<file path="config.mk">
export PLATFORM = sky130hd
export DESIGN_NAME = stall_ctrl
export DESIGN_NICKNAME = d
export VERILOG_FILES = /design/src/rtl/pipe_pkg.sv /design/src/rtl/md_busy_timer.sv /design/src/rtl/stall_ctrl.sv
export SDC_FILE = /design/constraint.sdc
export NUM_CORES = 1
export LEC_CHECK = 0
export CORE_ASPECT_RATIO = 1.1
export CORE_UTILIZATION = 51
export CTS_CLUSTER_DIAMETER = 60
export DETAILED_ROUTE_END_ITERATION = 7
export MAX_ROUTING_LAYER = met4
export PLACE_DENSITY = 0.9
export SLEW_MARGIN = 20
export SYNTH_ARGS = -nofsm -noshare
export SYNTH_HDL_FRONTEND = slang
export SYNTH_SLANG_ARGS = --single-unit
</file>
<file path="constraint.sdc">
create_clock -name clk -period 5.89 [get_ports clk]
set_input_delay 0.589 -clock clk [delete_from_list [all_inputs] [get_ports clk]]
set_output_delay 0.589 -clock clk [all_outputs]
set_load 0.1 [all_outputs]
</file>
<file path="src/rtl/pipe_pkg.sv">
`default_nettype none
// ============================================================================
// Module      : pipe_pkg
// Description : Shared constants and hazard helper for the pipeline stall logic.
// Revision    : 1.0 - initial release
// ============================================================================
package pipe_pkg;

    localparam logic [1:0] TUSE_NONE    = 2'd3;
    localparam int         MULT_CYC_DEF = 5;
    localparam int         DIV_CYC_DEF  = 10;
    localparam int         MD_CNT_W     = $clog2(DIV_CYC_DEF + 1);

    // A source hazards against a stage when it names that stage's live
    // destination and is needed before the stage's result becomes ready.
    function automatic logic reg_hazard(
        input logic [4:0] src,
        input logic [1:0] tuse,
        input logic [4:0] a3,
        input logic [1:0] tnew
    );
        return (src != 5'd0) && (src == a3) &&
               (tuse != TUSE_NONE) && (tuse < tnew);
    endfunction

endpackage : pipe_pkg
`default_nettype wire

</file>
<file path="src/rtl/md_busy_timer.sv">
`default_nettype none
// ============================================================================
// Module      : md_busy_timer
// Description : Busy countdown for the multi-cycle mult/div unit.
// Revision    : 1.0 - initial release
// ============================================================================
module md_busy_timer
    import pipe_pkg::*;
#(
    parameter int MULT_CYC = MULT_CYC_DEF,
    parameter int DIV_CYC  = DIV_CYC_DEF
) (
    input  logic clk,
    input  logic reset,
    input  logic start,
    input  logic is_div,
    output logic busy
);

    localparam int            CW          = $clog2(DIV_CYC + 1);
    localparam logic [CW-1:0] c_mult_load = CW'(MULT_CYC);
    localparam logic [CW-1:0] c_div_load  = CW'(DIV_CYC);
    localparam logic [CW-1:0] c_one       = CW'(1);

    logic [CW-1:0] r_md_cnt;
    logic          r_md_busy;

    // A start arriving while already busy falls through to the countdown
    // branch, so the running operation is never restarted.
    always_ff @(posedge clk or posedge reset) begin
        if (reset) begin
            r_md_cnt  <= '0;
            r_md_busy <= 1'b0;
        end else if (start && !r_md_busy) begin
            r_md_cnt  <= is_div ? c_div_load : c_mult_load;
            r_md_busy <= 1'b1;
        end else if (r_md_cnt != '0) begin
            r_md_cnt  <= r_md_cnt - c_one;
            r_md_busy <= (r_md_cnt != c_one);
        end
    end

    assign busy = r_md_busy;

`ifndef SYNTHESIS
    property p_start_while_busy_ignored;
        @(posedge clk) disable iff (reset)
            (start && r_md_busy) |=> (r_md_cnt == $past(r_md_cnt) - c_one);
    endproperty
    a_start_while_busy_ignored: assert property (p_start_while_busy_ignored);
`endif

endmodule : md_busy_timer
`default_nettype wire

</file>
<file path="src/rtl/stall_ctrl.sv">
`default_nettype none
// ============================================================================
// Module      : stall_ctrl
// Description : Hazard/stall controller: F_D stall, D_E bubble, stall counter.
// Revision    : 1.0 - initial release
// ============================================================================
module stall_ctrl
    import pipe_pkg::*;
#(
    parameter int MULT_CYC = MULT_CYC_DEF,
    parameter int DIV_CYC  = DIV_CYC_DEF,
    parameter int CNT_W    = 32
) (
    input  logic             clk,
    input  logic             reset,
    input  logic [4:0]       rs_D,
    input  logic [4:0]       rt_D,
    input  logic [1:0]       tuse_rs_D,
    input  logic [1:0]       tuse_rt_D,
    input  logic [4:0]       a3_E,
    input  logic [1:0]       tnew_E,
    input  logic [4:0]       a3_M,
    input  logic [1:0]       tnew_M,
    input  logic             md_start_E,
    input  logic             md_is_div_E,
    input  logic             md_use_D,
    output logic             stall,
    output logic             flush_E,
    output logic             md_busy,
    output logic [CNT_W-1:0] stall_cnt
);

    localparam logic [CNT_W-1:0] c_cnt_one = CNT_W'(1);

    logic             w_reg_hazard;
    logic             w_md_hazard;
    logic             w_stall;
    logic             w_md_busy;
    logic [CNT_W-1:0] r_stall_cnt;

    assign w_reg_hazard = reg_hazard(rs_D, tuse_rs_D, a3_E, tnew_E) |
                          reg_hazard(rs_D, tuse_rs_D, a3_M, tnew_M) |
                          reg_hazard(rt_D, tuse_rt_D, a3_E, tnew_E) |
                          reg_hazard(rt_D, tuse_rt_D, a3_M, tnew_M);

    // The start cycle counts as busy for dependents, before the timer loads.
    assign w_md_hazard = md_use_D && (w_md_busy || md_start_E);
    assign w_stall     = w_reg_hazard || w_md_hazard;

    md_busy_timer #(
        .MULT_CYC (MULT_CYC),
        .DIV_CYC  (DIV_CYC)
    ) u_md_busy_timer (
        .clk    (clk),
        .reset  (reset),
        .start  (md_start_E),
        .is_div (md_is_div_E),
        .busy   (w_md_busy)
    );

    always_ff @(posedge clk or posedge reset) begin
        if (reset) begin
            r_stall_cnt <= '0;
        end else if (w_stall && (r_stall_cnt != '1)) begin
            r_stall_cnt <= r_stall_cnt + c_cnt_one;
        end
    end

    assign stall     = w_stall;
    assign flush_E   = w_stall;
    assign md_busy   = w_md_busy;
    assign stall_cnt = r_stall_cnt;

endmodule : stall_ctrl
`default_nettype wire

</file>
==> results.toml <==
[detailed_routing]
wl_per_cell_um = 15.0
drtPass1Iterations = 4
drcViolationCount = 0
vias = 1919
viasPerCell = 5.55
antenna_left = 0
routed_wl_mm = 5.20
dr.first_iter.drc_count = 132

[cts]
clk_latency_ns = 0.29
cts_root_buf = "clkbuf_8"
cts_tree = "done"
clock_path_buffers = 2
ctsHoldBuffers = 0
cts.clk_slew.worst_paths_ns = 0.07
post-cts-setup-buffers = 0
cts_resized = 0
numCtsBuffers = 5
cts_num_sinks = 37
h-tree-depth = 2

[finish]
nets = 332
num-fill-cells = 352
diodes = 0
drive_gt1_share_pct = 5.82
final_util_pct = 71.0
area_growth_pct = 33.7

[timing]
fin_skew_ns = 0.00411
fmax_mhz = 222
final.period_utilization_pct = 76.4
setup_violations = 0
whs_ns = 0.498
finalHoldViolations = 0
period_minus_slack_ns = 4.50
worst_slew_pin_slew_ns = 0.994
rsz0062_at_grt = "false"
drv_slew = 0
tns_ns = 0
slew_headroom_pct = 33.5

[run_status]
outcome = "finished clean"

[hold_path]
whs_path_depth = 1
hold_class = "reg2reg"
min_delay_worst_endpoint = "stall_cnt[10]"
min_from = "stall_cnt[10]"

[global_routing]
use_met2_pct = 42.9
use_met1_pct = 26.1
grt_pass1_wl_mm = 8.58
antenna_found_initial = 0
grt_pass1_vias = 1895
busiest_layer = "met2"
grt_max_degree = 38
grt_use_met3_pct = 4.56
track_usage_pct = 24.3
grt-ovfl-total = 0

[pwr]
netSwitchingFraction_pct = 46.5
power.clock.fraction_pct = 17.0
power_frac_comb_pct = 48.9
p_int_mw = 0.533
leakage_nw = 1.27
p_total_mw = 0.997
vdd_drop_max_mv = 0.272
p_seq_share_pct = 34.1
power_density_nw_per_um2 = 325
switchingPower_mw = 0.464

[floorplanning]
fp.dieW_um = 65.9
placementRows = 25
die_y_um = 72.3
ios = 68
coreArea_um2 = 4320
dieArea_um2 = 4770
floorplan.initialDensity_pct = 53.1

[logic_synthesis]
syn_area_um2 = 2290
synth-seq-cells = 37
syn_nets = 266
synthesis.instances = 225
yosysSeqAreaShare_pct = 40.4
avgSynthCellArea_um2 = 10.2
ys_types = 40
ys_warn_count = 0

[place]
place.gp.congestion = 0.899
numPortBuffers = 67
dpl.hpwl_mm = 4.00

[critical_path]
crit_family = "buffers and inverters"
path_common_cell = "clkdlybuf4s50_1"
crit_path_end_kind = "output port"
regToRegSetupSlack_ns = 3.43
required_ns = 5.30
r2r-end = "stall_cnt[1]"
path_max_fanout = 33
rr_startpoint = "stall_cnt[12]"
crit_path_max_incr_delay_ns = 1.26
cp_slowest_cell = "clkdlybuf4s50_1"
path_cells = "clkdlybuf4s50_1 -> ha_1 -> a2111oi_2 -> nand4_1 -> a221o_1 -> nand3_2 -> clkdlybuf4s50_1"
path_buf_inv = 2
path_class = "in2out"
crit_path_start_kind = "input port"
ff2ff_path_depth = 7
crit_arrival_ns = 3.91

[run]
cap_viol_max_count = 0
[power groups by stage]
stage / clock [mW] / sequential, mW / combinational, mW
after detailed placement: 0 / 0.344 / 0.491
after CTS: 0.172 / 0.340 / 0.491
after global routing: 0.184 / 0.347 / 0.519
after floorplan: 0 / 0.531 / 0.183
final: 0.170 / 0.340 / 0.488
after global placement: 0 / 0.342 / 0.480
[cells in the mapped netlist]
library cell | n | area share, %
xnor2_1 | 39 | 15
dfrtp_1 | 37 | 40
and3_1 | 17 | 4.6
nand4_1 | 17 | 4.6
nand3_1 | 15 | 3.3
nand2_1 | 12 | 2.0
xor2_1 | 11 | 4.2
ha_1 | 8 | 4.4
inv_1 | 8 | 1.3
nor2_1 | 7 | 1.1
o21ai_0 | 5 | 1.1
and4_1 | 4 | 1.5
nand2b_1 | 4 | 1.1
buf_2 | 3 | 0.65
clkbuf_1 | 3 | 0.49
a21oi_1 | 2 | 0.44
a221o_1 | 2 | 0.87
and2_1 | 2 | 0.55
buf_4 | 2 | 0.65
mux2_4 | 2 | 1.3
nand3_2 | 2 | 0.87
nand3_4 | 2 | 1.5
nor3_1 | 2 | 0.44
nor4_1 | 2 | 0.55
or4_1 | 2 | 0.65
a2111oi_0 | 1 | 0.38
a2111oi_2 | 1 | 0.65
a31oi_1 | 1 | 0.27
a41oi_1 | 1 | 0.38
and2_4 | 1 | 0.38
and3_4 | 1 | 0.49
buf_6 | 1 | 0.49
mux2_2 | 1 | 0.49
nand3b_1 | 1 | 0.33
nand4b_1 | 1 | 0.38
nor2b_1 | 1 | 0.27
nor4_4 | 1 | 0.93
o2111ai_1 | 1 | 0.38
o211ai_1 | 1 | 0.33
o22ai_1 | 1 | 0.27
[placed cells by master (no fill, tap or decap), drive strengths merged, types with 2 or more instances in the layout]
cell type	instances
a21oi	2
clkbuf	8
and2	3
nand4	17
nor2	7
clkdlybuf4s50	67
nand2	12
a221o	2
and4	4
nor3	2
nand3	19
nor4	3
xnor2	39
inv	8
dfrtp	37
a2111oi	2
o21ai	5
or4	2
ha	8
nand2b	4
xor2	11
and3	18
mux2	3
[sequential cells by signal, summed over array words and instances (netlist names)]
register / cells
stall_cnt: 32
u_md_busy_timer.r_md_cnt: 4
u_md_busy_timer.busy: 1
[final cells by class]
cell class / count / area (um2) / area share, %
clock buffers: 8 / 80.1 / 2.61
inverters: 8 / 30.0 / 0.980
multi-input cells: 171 / 1280 / 41.9
flip-flops and latches: 37 / 926 / 30.2
well taps: 54 / 67.6 / 2.20
repair buffers: 68 / 678 / 22.1
[worst max-delay path by stage]
stage                       from       to  slack [ns]  cells past startpoint
floorplan              tnew_M[1]    stall        2.85                      8
global placement    tuse_rs_D[1]    stall        1.45                      7
detailed placement  tuse_rs_D[1]    stall        1.40                      7
CTS                 tuse_rs_D[1]    stall        1.38                      7
global route        tuse_rs_D[1]  flush_E        1.22                      7
finish              tuse_rs_D[1]    stall        1.39                      7
[cell families after synthesis]
logic type                 after synthesis  synth area share [%]
and+or+nand+nor                         94                  25.7
xor gates and xnor gates                50                  19.1
DFF                                     37                  40.4
buffers and inverters                   17                  3.60
AOI/OAI and AO/OA                       16                  5.08
adders and majority gates                8                  4.37
muxes                                    3                  1.80
[layer usage]
| layer | wire length [um] | vias up |
|---|---|---|
| met4 | 103 | 0 |
| met3 | 207 | 10 |
| li1 | - | 930 |
| met5 | 0 | - |
| met2 | 2760 | 64 |
| met1 | 2130 | 915 |
[metrics by stage]
step                      cell area, um2  setup WS (ns)  cells
after floorplan                     2290           2.85    225
after global placement              2990           1.45    338
after detailed placement            2990           1.40    338
after CTS                           3070           1.38    346
after global routing                3070           1.22    346
final                               3070           1.39    346
(Power assumes the default switching activity.)
